<file path="config.mk">
export PLATFORM = sky130hd
export DESIGN_NAME = seq_alu
export DESIGN_NICKNAME = d
export VERILOG_FILES = /design/src/rtl/alu_pkg.sv /design/src/rtl/mul_iter.sv /design/src/rtl/seq_alu.sv
export SDC_FILE = /design/constraint.sdc
export NUM_CORES = 1
export LEC_CHECK = 0
export ABC_AREA = 1
export CORE_MARGIN = 4
export CORE_UTILIZATION = 44
export CTS_CLUSTER_DIAMETER = 30
export CTS_CLUSTER_SIZE = 24
export DETAILED_ROUTE_END_ITERATION = 8
export GPL_TIMING_DRIVEN = 1
export PLACE_DENSITY_LB_ADDON = 0.08
export SKIP_LAST_GASP = 1
export SYNTH_ARGS = -nofsm -noshare
export SYNTH_HDL_FRONTEND = slang
export SYNTH_HIERARCHICAL = 1
export SYNTH_SLANG_ARGS = --single-unit
</file>
<file path="constraint.sdc">
create_clock -name clk -period 2.3 [get_ports clk]
set_clock_uncertainty 0.05 [all_clocks]
set_input_delay 0.345 -clock clk [delete_from_list [all_inputs] [get_ports clk]]
set_output_delay 0.345 -clock clk [all_outputs]
set_load 0.01 [all_outputs]
</file>
<file path="src/rtl/alu_pkg.sv">
// Shared encodings for the sequential ALU: operation codes and controller states.
package alu_pkg;

  typedef enum logic [1:0] {
    OP_CMP = 2'b00,
    OP_MUL = 2'b01,
    OP_ADD = 2'b10,
    OP_SUB = 2'b11
  } op_t;

  typedef enum logic [1:0] {
    IDLE = 2'b00,
    MUL  = 2'b01,
    DONE = 2'b10
  } state_t;

endpackage

</file>
<file path="src/rtl/mul_iter.sv">
// Iterative shift-add multiplier: one partial product per cycle, the first one folded into load.
module mul_iter #(
  parameter int WIDTH = 8
) (
  input  logic                 clk,
  input  logic                 rst,
  input  logic                 load,
  input  logic                 step,
  input  logic [WIDTH-1:0]     a,
  input  logic [WIDTH-1:0]     b,
  output logic [2*WIDTH-1:0]   product,
  output logic                 last
);

  localparam int CNT_W = $clog2(WIDTH + 1);
  localparam logic [CNT_W-1:0] CNT_LAST = CNT_W'(WIDTH);
  localparam logic [CNT_W-1:0] CNT_ONE  = CNT_W'(1);

  logic [WIDTH-1:0] mcand;
  logic [CNT_W-1:0] cnt;

  // Low half starts as the multiplier and drains one bit per step while the product fills from the top.
  function automatic logic [2*WIDTH-1:0] shift_add(input logic [WIDTH-1:0]   m,
                                                   input logic [2*WIDTH-1:0] acc);
    logic [WIDTH:0] sum;
    sum = {1'b0, acc[2*WIDTH-1:WIDTH]} + (acc[0] ? {1'b0, m} : '0);
    return {sum, acc[WIDTH-1:1]};
  endfunction

  always_ff @(posedge clk) begin
    if (rst) begin
      product <= '0;
      cnt     <= '0;
    end else if (load) begin
      mcand   <= a;
      product <= shift_add(a, {{WIDTH{1'b0}}, b});
      cnt     <= CNT_ONE;
    end else if (step) begin
      product <= shift_add(mcand, product);
      cnt     <= cnt + CNT_ONE;
    end
  end

  assign last = (cnt == CNT_LAST);

endmodule

</file>
<file path="src/rtl/seq_alu.sv">
// Sequential ALU: single-cycle compare/add/subtract, multi-cycle multiply, registered results.
module seq_alu #(
  parameter int WIDTH = 8
) (
  input  logic             clk,
  input  logic             rst,
  input  logic             start,
  input  logic [1:0]       op,
  input  logic [WIDTH-1:0] x,
  input  logic [WIDTH-1:0] y,
  input  logic             cin,
  output logic [WIDTH-1:0] f,
  output logic [WIDTH-1:0] f_hi,
  output logic             cout,
  output logic             ready,
  output logic             done
);

  import alu_pkg::*;

  state_t             state;
  state_t             state_nxt;
  logic               load;
  logic               step;
  logic               last;
  logic               accept;
  logic [2*WIDTH-1:0] product;

  // Returns {flag, result} for the single-cycle operations.
  function automatic logic [WIDTH:0] alu_op(input logic [1:0]       o,
                                            input logic [WIDTH-1:0] a,
                                            input logic [WIDTH-1:0] b,
                                            input logic             c);
    logic [WIDTH:0] ci;
    ci = {{WIDTH{1'b0}}, c};
    case (o)
      OP_CMP:  alu_op = {(a <= b), {WIDTH{1'b0}}};
      OP_ADD:  alu_op = {1'b0, a} + {1'b0, b} + ci;
      OP_SUB:  alu_op = {1'b0, a} + {1'b0, ~b} + ci;
      default: alu_op = '0;
    endcase
  endfunction

  mul_iter #(
    .WIDTH(WIDTH)
  ) u_mul (
    .clk    (clk),
    .rst    (rst),
    .load   (load),
    .step   (step),
    .a      (x),
    .b      (y),
    .product(product),
    .last   (last)
  );

  always_ff @(posedge clk) begin
    if (rst) state <= IDLE;
    else     state <= state_nxt;
  end

  always_comb begin
    state_nxt = state;
    load      = 1'b0;
    case (state)
      IDLE: begin
        if (start) begin
          load      = (op == OP_MUL);
          state_nxt = (op == OP_MUL) ? MUL : DONE;
        end
      end
      MUL:     if (last) state_nxt = DONE;
      DONE:    state_nxt = IDLE;
      default: state_nxt = IDLE;
    endcase
  end

  assign accept = (state == IDLE) && start;
  assign step   = (state == MUL) && !last;
  assign ready  = (state == IDLE);
  assign done   = (state == DONE);

  // Results only move on the edge that enters DONE, so they hold through MUL and IDLE.
  always_ff @(posedge clk) begin
    if (rst) begin
      f    <= '0;
      f_hi <= '0;
      cout <= 1'b0;
    end else if (accept && (op != OP_MUL)) begin
      {cout, f} <= alu_op(op, x, y, cin);
      f_hi      <= '0;
    end else if ((state == MUL) && last) begin
      f    <= product[WIDTH-1:0];
      f_hi <= product[2*WIDTH-1:WIDTH];
      cout <= |product[2*WIDTH-1:WIDTH];
    end
  end

endmodule

</file>
==> metrics.yaml, run 1 <==
run_status:
  outcome: "finished clean"
layout:
  final_nets: 622
  drive_gt1_share_pct: 14.2
  area_growth_pct: 26.2
  final_util_pct: 57.9
  diodes: 0
  fillCellCount: 724
place:
  port_buffers: 40
  dp_hpwl_um: 7180
  routabilityCongestion: 0.932
min_path:
  hp-start: "x[0]"
  min_path_type: "in -> reg"
  min_path_cells: 2
critical_path:
  cp-start-kind: "input pin"
  crit_type: "in -> reg"
  cp_data_required_time_ps: 2490
  critPathMaxFanout: 3
  startpoint: "y[0]"
  r2r_cells: 12
  end_kind: "flop"
  r2r_start: "u_mul/product[0]"
  worstPathArrival_ps: 2340
clocking:
  holdBufCountCts: 0
  cts_max_level: 2
  cts_root_buf: "clkbuf_8"
  insertion_delay_ps: 300
  cts_tree: "built"
  cts_max_path_buffers: 2
  cts_num_sinks: 47
  cts_buffers: 5
  cts.clk_slew.worst_paths_ps: 90
sta:
  setup_viol: 0
  relSlewSlack_pct: 79.0
  finalCriticalPeriod_ps: 2150
  holdWs_ps: 384
  rsz0062_at_grt: "false"
  finalHoldViolations: 0
  drv_slew: 0
  tightest_slew_ps: 313
  period_share_pct: 93.4
  fmax_mhz: 465
synthesis:
  syn_inst: 493
  synthAdderAreaFrac_pct: 12.6
  synthXorXnorAreaFrac_pct: 0.781
  ys_seq_area_share_pct: 30.3
  synth_edf_count: 8
  ys_seq_elements: 47
  synthSimpleGateAreaFrac_pct: 32.0
  synthMuxAreaShare_pct: 0
  postSynthAreaPerCell_um2: 6.82
  synthTopCellsByArea: "dfxtp_1 (23%), nand2_1 (18%), ha_1 (9.7%)"
  ys.flop_type: "dfxtp_1"
  yosysWarnings: 6
  synth_common_cells: "nand2_1 (158), inv_1 (71), nand3_1 (45)"
  synthMostInstantiatedCell: "nand2_1"
  syn-cell-area_mm2: 0.00336
  synth_top_area_share_pct: 23.2
  synth_top_family_by_area: "simple AND/OR/NAND/NOR gates"
  yosysTopAreaCell: "dfxtp_1"
  async_reset_ff_share_pct: 0
  synth_compound_area_share_pct: 12.7
  syn_nets: 546
  synth_cell_types: 43
detailed_routing:
  vias: 3276
  drtIter0Drc: 194
  finalWirelength_um: 8920
  route.detailed.drc: 0
  firstDrtPassIters: 4
  antenna_left: 0
  wire_per_inst_um: 13.3
  viasPerCell: 4.90
global_routing:
  grt_max_degree: 15
  antenna_found_initial: 0
  grt_pass1_vias: 3227
  grt-ovfl-total: 0
  grt_first_pass_wirelength_um: 15100
  gr-usage-all-layers_pct: 21.0
power_and_ir_drop:
  power_density_mw_per_mm2: 473
  ir_drop_uv: 228
  pwr-share-comb_pct: 26.4
  p_sw_w: 0.000603
  clkPwrFrac_pct: 29.5
  power.total_w: 0.00201
  pwr-share-seq_pct: 44.1
  p_leak_nw: 2.07
  switching_share_pct: 30.0
  p_int_w: 0.00141
floorplanning:
  boundaryPins: 41
  coreArea_mm2: 0.00733
  fp.dieArea_mm2: 0.00911
  fp.dieW_um: 95.4
  num_rows: 31
  die_h_um: 95.4
  initial_utilization_pct: 45.9
run:
  drv_cap: 0
[through the flow]
step | TNS (ps) | cells | instance area [um^2] | setup WS (ps)
6_report | 0 | 669 | 4250 | 151
5_1_grt | 0 | 669 | 4250 | 5.97
4_1_cts | 0 | 668 | 4230 | 43.0
3_5_place_dp | -1850 | 660 | 4110 | -334
3_3_place_gp | -1520 | 660 | 4110 | -278
2_1_floorplan | 0 | 493 | 3360 | 321
[timing repair]
action / 4_1_cts / 5_1_grt
buffers inserted: 0 / 1
gates resized for setup: 1 / 7
setup endpoints to repair: 1 / 5
pin swaps: 0 / 1
[sequential cells by signal, indices dropped and copies added (netlist names)]
register	count
u_mul/product	16
u_mul/mcand	8
f	8
f_hi	8
cout	1
u_mul/cnt	4
state	2
[worst max-delay path, stage by stage]
cell and delay, ps:
clkdlybuf4s50_1 480, inv_1 80, fa_2 370, fa_2 360, inv_2 80, nand3_1 100, nand2_1 90, nand3_1 70
nand3_1 70, nand2_1 50, nand3_1 70, nand2_1 50, a21oi_1 120
[metal layers]
| metal | wire length, um | vias to the layer above | global-route usage [%] |
|---|---|---|---|
| li1 | - | 1726 | - |
| met4 | 142 | 0 | 6.04 |
| met2 | 4350 | 59 | 36.0 |
| met1 | 4160 | 1479 | 27.5 |
| met5 | 0 | - | 0 |
| met3 | 268 | 12 | 2.60 |
[kinds of logic after synthesis]
kind of cell,after synthesis
adders and majority gates,31
DFF,47
buffers and inverters,94
AOI/OAI and AO/OA,68
xor gates and xnor gates,3
and+or+nand+nor,250
[final cells by class]
cell class                      count  area, um^2  area share (%)
Sequential cell                    47        1020            24.0
Timing Repair Buffer               82         718            16.9
Clock inverter                      1        5.00           0.118
Clock buffer                        7         108            2.53
Multi-Input combinational cell    352        1970            46.3
Tap cell                           99         124            2.92
Inverter                           81         304            7.16
[power groups by stage]
stage	Sequential, W	Combinational [W]	Clock (W)
3_5_place_dp	0.000906	0.000523	0
2_1_floorplan	0.000902	0.000306	0
4_1_cts	0.000887	0.000527	0.000606
5_1_grt	0.000890	0.000595	0.000640
3_3_place_gp	0.000906	0.000518	0
6_report	0.000887	0.000530	0.000592
[layout by cell type, fill, tap and decap left out, drive strengths merged]
| cell type | netlist | routed |
|---|---|---|
| a211oi | 2 | 2 |
| a21oi | 38 | 38 |
| a22o | 2 | 2 |
| a22oi | 4 | 4 |
| a311oi | 1 | 1 |
| a31oi | 5 | 5 |
| and2 | 2 | 2 |
| and3 | 1 | 1 |
| buf | 10 | 42 |
| clkbuf | 3 | 7 |
| clkdlybuf4s50 | 0 | 39 |
| clkinv | 0 | 1 |
| dfxtp | 39 | 39 |
| dlymetal6s2s | 0 | 1 |
| edfxtp | 8 | 8 |
| fa | 5 | 5 |
| ha | 26 | 26 |
| inv | 81 | 81 |
| nand2 | 160 | 160 |
| nand2b | 1 | 1 |
| nand3 | 47 | 47 |
| nand3b | 2 | 2 |
| nand4 | 3 | 3 |
| nor2 | 27 | 27 |
| nor3 | 3 | 3 |
| nor4 | 2 | 2 |
| o211ai | 3 | 3 |
| o21a | 3 | 3 |
| o21ai | 8 | 8 |
| o21bai | 1 | 1 |
| o311ai | 1 | 1 |
| or2 | 2 | 2 |
| xnor2 | 2 | 2 |
| xor2 | 1 | 1 |
[final timing paths]
check | slack [ps] | end
worst max-delay path | 150 | cout
worst min-delay path | 380 | u_mul/mcand[0]
worst max register to register | 360 | u_mul/product[11]
worst min register to register | 410 | f_hi[7]
Power figures use the tool's default switching activity.
==> run 2, diff against run 1 <==
clock period = 2.5 ns   (was 2.3 ns; I/O delays follow)
==> run 2 against run 1 <==
Register-to-register slack better by 150 ps. Non-clock buffer count is 14 lower. Core utilization is 1.8 points lower. Via count is 0.76% lower. Cell count is 2.1% lower. Combinational power is 13% lower. Global-route usage is 0.21 points lower. Clock power is 18% lower. Sequential cell count stayed put. Critical path depth stayed put. Sequential power is 8.1% lower. Final area is 3.1% lower.
==> metrics.yaml, run 2 (synthesis results as in run 1) <==
run_status:
  outcome: "finished clean"  # unchanged
floorplanning:
  coreArea_mm2: 0.00733  # unchanged
  die_h_um: 95.4  # unchanged
  boundaryPins: 41  # unchanged
  num_rows: 31  # unchanged
  fp.dieArea_mm2: 0.00911  # unchanged
  initial_utilization_pct: 45.9  # unchanged
  fp.dieW_um: 95.4  # unchanged
detailed_routing:
  route.detailed.drc: 0  # unchanged
  antenna_left: 0  # unchanged
  drtIter0Drc: 160  # was 194
  drt-met1-wl_um: 4150  # was 4160 um
  viasPerCell: 4.96  # was 4.90
  firstDrtPassIters: 4  # unchanged
  wire_per_inst_um: 13.5  # was 13.3 um
  vias: 3251  # was 3276
  dr.max_layer_used: "met4"  # unchanged
  met2RoutedLength_um: 4250  # was 4350 um
  wl_met3_um: 300  # was 268 um
  finalWirelength_um: 8830  # was 8920 um
clocking:
  cts_max_level: 2  # unchanged
  insertion_delay_ps: 300  # about the same
  cts_root_buf: "clkbuf_8"  # unchanged
  postCtsSetupBuffers: 0  # unchanged
  cts.clk_slew.worst_paths_ps: 90  # about the same
  cts_max_path_buffers: 2  # unchanged
  cts_buffers: 5  # unchanged
  cts_num_sinks: 47  # unchanged
  cts_tree: "built"  # unchanged
layout:
  fillCellCount: 727  # was 724
  seqCellArea_mm2: 0.00102  # unchanged
  layout_commonest_cell: "nand2_1"  # unchanged
  area_growth_pct: 22.2  # was 26.2%
  final_cell_mix: "nand2_1 (158), inv_1 (71), nand3_1 (45)"  # was nand2_1 (157), inv_1 (68), nand3_1 (45)
  drive_gt1_share_pct: 10.8  # was 14.2%
  final_util_pct: 56.1  # was 57.9%
  final_nets: 608  # was 622
  largest_register: "u_mul/product"  # unchanged
  multi_input_area_mm2: 0.00196  # was 0.00197 mm^2
  diodes: 0  # unchanged
  largest_reg_flops: 16  # unchanged
power_and_ir_drop:
  pwr-share-comb_pct: 26.1  # was 26.4%
  ir_drop_uv: 224  # was 228 uV
  power_density_mw_per_mm2: 429  # was 473 mW/mm^2
  p_int_w: 0.00121  # was 0.00141 W
  p_leak_nw: 1.99  # was 2.07 nW
  clkPwrFrac_pct: 27.7  # was 29.5%
  switching_share_pct: 31.2  # was 30.0%
  p_sw_w: 0.000550  # was 0.000603 W
  pwr-share-seq_pct: 46.2  # was 44.1%
  power.total_w: 0.00176  # was 0.00201 W
sta:
  tightest_slew_ps: 540  # was 313 ps
  fmax_mhz: 435
  relSlewSlack_pct: 63.9  # was 79.0%
  rsz0062_at_grt: "false"  # unchanged
  drv_slew: 0  # unchanged
  finalCriticalPeriod_ps: 2300
  setup_viol: 0  # unchanged
  period_share_pct: 91.9
  finalHoldViolations: 0  # unchanged
place:
  routabilityCongestion: 0.928  # was 0.932
  port_buffers: 40  # unchanged
  dp_hpwl_um: 7070  # was 7180 um
global_routing:
  grt_max_degree: 15  # unchanged
  antenna_found_initial: 0  # unchanged
  gr-usage-all-layers_pct: 20.8  # was 21.0%
  grt_first_pass_wirelength_um: 14800  # was 15100 um
  grt_pass1_vias: 3078  # was 3227
  grt-ovfl-total: 0  # unchanged
critical_path:
  worstPathArrival_ps: 2490  # was 2340 ps
  cp_data_required_time_ps: 2700  # was 2490 ps
  cp-start-kind: "input pin"  # unchanged
  critPathMaxFanout: 3  # unchanged
  reg2reg_slack_ps: 510  # was 360 ps
  end_kind: "flop"  # unchanged
  reg2reg_to: "u_mul/product[11]"  # unchanged
  r2r_start: "u_mul/cnt[1]"  # was u_mul/product[0]
  r2r_cells: 10  # was 12
  crit_type: "in -> reg"  # unchanged
min_path:
  min_path_cells: 2  # unchanged
  min_path_type: "reg -> reg"  # was in -> reg
  worst_hold_path.endpoint: "f_hi[7]"  # was u_mul/mcand[0]
  hp-start: "f_hi[7]"  # was x[0]
run:
  drv_cap: 0  # unchanged
## run 2: cell count changes in the layout (fill, tap and decap cells not counted), moves of 2 or more
cell   before  now
inv_2      13   10
fa_2        3    1
fa_1        2    4
buf_4      42   28
inv_1      68   71
## run 2: per-stage QoR
step | TNS, ps | hold WS, ps | cells | instance area [um^2] | worst slack [ps]
6_report | 0 | 414 | 655 | 4110 | 203
5_1_grt | 0 | 448 | 655 | 4110 | 35.5
4_1_cts | 0 | 418 | 655 | 4110 | 160
3_5_place_dp | -568 | 404 | 647 | 4020 | -154
3_3_place_gp | -353 | 401 | 647 | 4020 | -118
2_1_floorplan | 0 | 394 | 493 | 3360 | 491
## run 2: layout make-up
| cell class | count | area share (%) |
|---|---|---|
| tap | 99 | 3.01 |
| clock inverter | 1 | 0.213 |
| inverter | 81 | 7.39 |
| multi-input combinational | 352 | 47.6 |
| clock buffer | 7 | 2.10 |
| sequential | 47 | 24.8 |
| timing repair buffer | 68 | 14.8 |
## run 2: what timing repair did
action                                  in CTS  in global routing
endpoints found under the setup margin       0                  2
resized for setup                            0                  1
hold buffers                                 0                  0
## run 2: how the worst max path moves through the flow
stage          from    to  depth (start not counted)
4_1_cts        y[0]  cout                         13
2_1_floorplan  y[0]  cout                         12
3_3_place_gp   y[0]  cout                         13
6_report       y[0]  cout                         13
3_5_place_dp   y[0]  cout                         13
5_1_grt        y[0]  f[4]                         12
## run 2: per-layer routing
layer,track usage (%),up-vias
met2,34.5,66
met3,2.84,9
met4,5.33,0
li1,-,1704
met1,28.3,1472
met5,0,-
## run 2: worst max-delay path, cell delays in order
cell	delay (ps)
clkdlybuf4s50_1	480
inv_1	80
fa_2	400
fa_1	390
inv_1	110
nand3_1	100
nand2_1	100
nand3_1	70
nand3_1	70
nand2_1	50
nand3_1	100
nand2_1	50
a21oi_1	110
## run 2: power groups by stage
stage	logic [W]	registers [W]	clock network (W)
floorplan	0.000282	0.000830	0
global placement	0.000453	0.000833	0
detailed placement	0.000456	0.000833	0
CTS	0.000459	0.000815	0.000499
global route	0.000520	0.000819	0.000530
finish	0.000460	0.000815	0.000488
==> run 3, diff against run 2 <==
SYNTH_HIERARCHICAL = not set   (was 1)
==> run 3 against run 2 <==
Core utilization up 0.071 points. Synthesized cell count up 0.61%. Hold slack better by 1.9 ps. Count of clock-buffer cells in the layout down 2. Maximum frequency down 0.25%. Sequential cell count unchanged. First-iteration DRC count up 26%. Critical path depth up 2. Critical path type unchanged. Largest cell class unchanged.
==> metrics.yaml, run 3 <==
sta:
  tightest_slew_ps: 453  # was 540 ps
  finalCriticalPeriod_ps: 2300  # about the same
  period_share_pct: 92.1  # was 91.9%
  fmax_mhz: 434  # was 435 MHz
  setup_viol: 0  # unchanged
  relSlewSlack_pct: 69.7  # was 63.9%
  drv_slew: 0  # unchanged
  rsz0062_at_grt: "false"  # unchanged
  finalHoldViolations: 0  # unchanged
floorplanning:
  die_h_um: 96.4  # was 95.4 um
  boundaryPins: 41  # unchanged
  coreArea_mm2: 0.00741  # was 0.00733 mm^2
  initial_utilization_pct: 46.4  # was 45.9%
  fp.dieW_um: 96.4  # was 95.4 um
  fp.dieArea_mm2: 0.00930  # was 0.00911 mm^2
  num_rows: 31  # unchanged
detailed_routing:
  vias: 3253  # was 3251
  antenna_left: 0  # unchanged
  drtIter0Drc: 201  # was 160
  viasPerCell: 4.97  # was 4.96
  route.detailed.drc: 0  # unchanged
  firstDrtPassIters: 4  # unchanged
  wire_per_inst_um: 13.6  # was 13.5 um
  finalWirelength_um: 8890  # was 8830 um
critical_path:
  worstPathArrival_ps: 2500  # was 2490 ps
  crit_type: "in -> reg"  # unchanged
  cp_data_required_time_ps: 2700  # about the same
  critPathMaxFanout: 3  # unchanged
  end_kind: "flop"  # unchanged
  cp-start-kind: "input pin"  # unchanged
power_and_ir_drop:
  p_leak_nw: 1.97  # was 1.99 nW
  switching_share_pct: 31.0  # was 31.2%
  pwr-share-comb_pct: 25.4  # was 26.1%
  clkPwrFrac_pct: 30.8  # was 27.7%
  ir_drop_uv: 197  # was 224 uV
  power_density_mw_per_mm2: 453  # was 429 mW/mm^2
  pwr-share-seq_pct: 43.8  # was 46.2%
  p_int_w: 0.00130  # was 0.00121 W
  p_sw_w: 0.000586  # was 0.000550 W
global_routing:
  grt_max_degree: 20  # was 15
  grt_first_pass_wirelength_um: 14700  # was 14800 um
  antenna_found_initial: 0  # unchanged
  grt_pass1_vias: 3059  # was 3078
  grt-ovfl-total: 0  # unchanged
  gr-usage-all-layers_pct: 20.4  # was 20.8%
synthesis:
  async_reset_ff_share_pct: 0  # unchanged
  syn_inst: 496  # was 493
  syn-cell-area_mm2: 0.00344  # was 0.00336 mm^2
  synth_cell_types: 40  # was 43
  synth_common_cells: "nand2_1 (150), inv_1 (80), dfxtp_1 (39)"  # was nand2_1 (158), inv_1 (71), nand3_1 (45)
  yosysWarnings: 0  # was 6
  synthMostInstantiatedCell: "nand2_1"  # unchanged
  ys_seq_elements: 47  # unchanged
  ys_seq_area_share_pct: 29.7  # was 30.3%
  ys.flop_type: "dfxtp_1"  # unchanged
  synth_edf_count: 8  # unchanged
  synth_top_area_share_pct: 22.7  # was 23.2%
  postSynthAreaPerCell_um2: 6.93  # was 6.82 um^2
  yosysTopAreaCell: "dfxtp_1"  # unchanged
  syn_nets: 550  # was 546
  synthTopCellsByArea: "dfxtp_1 (23%), nand2_1 (16%), ha_1 (9.8%)"  # was dfxtp_1 (23%), nand2_1 (18%), ha_1 (9.7%)
min_path:
  min_path_type: "reg -> reg"  # unchanged
layout:
  final_util_pct: 56.2  # was 56.1%
  area_growth_pct: 21.0  # was 22.2%
  final_nets: 608  # unchanged
  largest_reg_flops: 16  # unchanged
  layout_commonest_cell: "nand2_1"  # unchanged
  final_cell_mix: "nand2_1 (150), inv_1 (80), clkdlybuf4s50_1 (40)"  # was nand2_1 (158), inv_1 (71), nand3_1 (45)
  fin_area_mm2: 0.00416  # was 0.00411 mm^2
  drive_gt1_share_pct: 11.0  # was 10.8%
  diodes: 0  # unchanged
  largest_register: "u_mul.product"  # was u_mul/product
clocking:
  cts.clk_slew.worst_paths_ps: 100  # was 90 ps
  insertion_delay_ps: 310  # was 300 ps
  postCtsSetupBuffers: 0  # unchanged
  cts_tree: "built"  # unchanged
  cts_buffers: 5  # unchanged
  cts_max_level: 2  # unchanged
  cts_max_path_buffers: 2  # unchanged
  holdBufCountCts: 0  # unchanged
  cts_num_sinks: 47  # unchanged
  cts_root_buf: "clkbuf_8"  # unchanged
place:
  routabilityCongestion: 0.884  # was 0.928
  dp_hpwl_um: 7140  # was 7070 um
  port_buffers: 40  # unchanged
  place_area_mm2: 0.00404  # was 0.00402 mm^2
run:
  drv_cap: 0  # unchanged
run_status:
  outcome: "finished clean"  # unchanged
[run 3: cell types whose count changed in the layout (fill, tap and decap cells not counted), moves of 3 or more]
cell / before / now
a31oi_1: 5 / 10
a22oi_1: 4 / 1
nor2_1: 25 / 29
o211ai_1: 3 / 0
inv_1: 71 / 80
nand3_1: 45 / 29
o21ai_1: 1 / 5
nor3_1: 3 / 0
o21a_1: 3 / 0
o21ai_0: 7 / 23
inv_2: 10 / 6
nand2_1: 158 / 150
[run 3: path summary, 6_finish.rpt]
kind	from	end	slack, ps	depth (start not counted)
worst max-delay path	y[0]	cout	200	15
worst min-delay path	f_hi[5]	f_hi[5]	420	2
worst max register to register	u_mul.product[0]	u_mul.product[15]	470	16
worst min register to register	f_hi[5]	f_hi[5]	420	2
[run 3: what timing repair did]
item                                   CTS  global route
endpoints found under the hold margin    0             0
gates resized for setup                  0             2
setup endpoints to repair                0             3
[run 3: area by class of cell]
class,instances,area [um^2]
sequential,47,1020
clock buffer,5,68.8
inverter,89,344
fill,742,3250
timing repair buffer,66,596
multi-input combinational,345,1960
tap,99,124
clock inverter,3,47.5
[run 3: per-stage QoR]
step           total power, W  setup TNS, ps  instances  hold slack (ps)  setup WS, ps
2_1_floorplan         0.00115              0        496              398           448
3_3_place_gp          0.00132           -513        646              401          -180
3_5_place_dp          0.00132           -781        646              407          -255
4_1_cts               0.00190              0        654              421          67.3
5_1_grt               0.00200              0        654              443          30.4
6_report              0.00189              0        654              416           197
[run 3: worst max-delay path: stages]
cell and delay (ps):
clkdlybuf4s50_1 480, inv_1 70, fa_2 420, fa_2 360
inv_1 60, nand2_1 60, nand2_1 100, nand2_1 90
nor2_1 90, nor2_1 50, nor2_1 90, nor2_1 60
nand2_1 50, nand2_1 40, a21oi_1 110
[run 3: logic make-up (layout without fill, tap and decap cells)]
| group | after synthesis | count (layout) | synth area share, % |
|---|---|---|---|
| simple gates | 223 | 223 | 28.2 |
| buf+inv | 104 | 163 | 13.5 |
| compound gates | 89 | 89 | 15.7 |
| flops | 47 | 47 | 29.7 |
| fa+ha+maj | 32 | 32 | 12.7 |
| xor+xnor | 1 | 1 | 0.255 |
[run 3: power groups by stage]
| stage | logic (W) | registers (W) | clock network [W] |
|---|---|---|---|
| global route | 0.000540 | 0.000832 | 0.000627 |
| detailed placement | 0.000476 | 0.000844 | 0 |
| global placement | 0.000472 | 0.000844 | 0 |
| floorplan | 0.000305 | 0.000841 | 0 |
| CTS | 0.000479 | 0.000826 | 0.000590 |
| finish | 0.000480 | 0.000827 | 0.000580 |
[run 3: metal layers]
| metal | vias up | routed length [um] | share of wire, % | global-route usage, % |
|---|---|---|---|---|
| met2 | 90 | 4260 | 48 | 35.1 |
| li1 | 1702 | - | - | - |
| met3 | 10 | 436 | 4.9 | 2.71 |
| met1 | 1451 | 4060 | 46 | 26.6 |
| met5 | - | 0 | 0 | 0 |
| met4 | 0 | 132 | 1.5 | 6.43 |
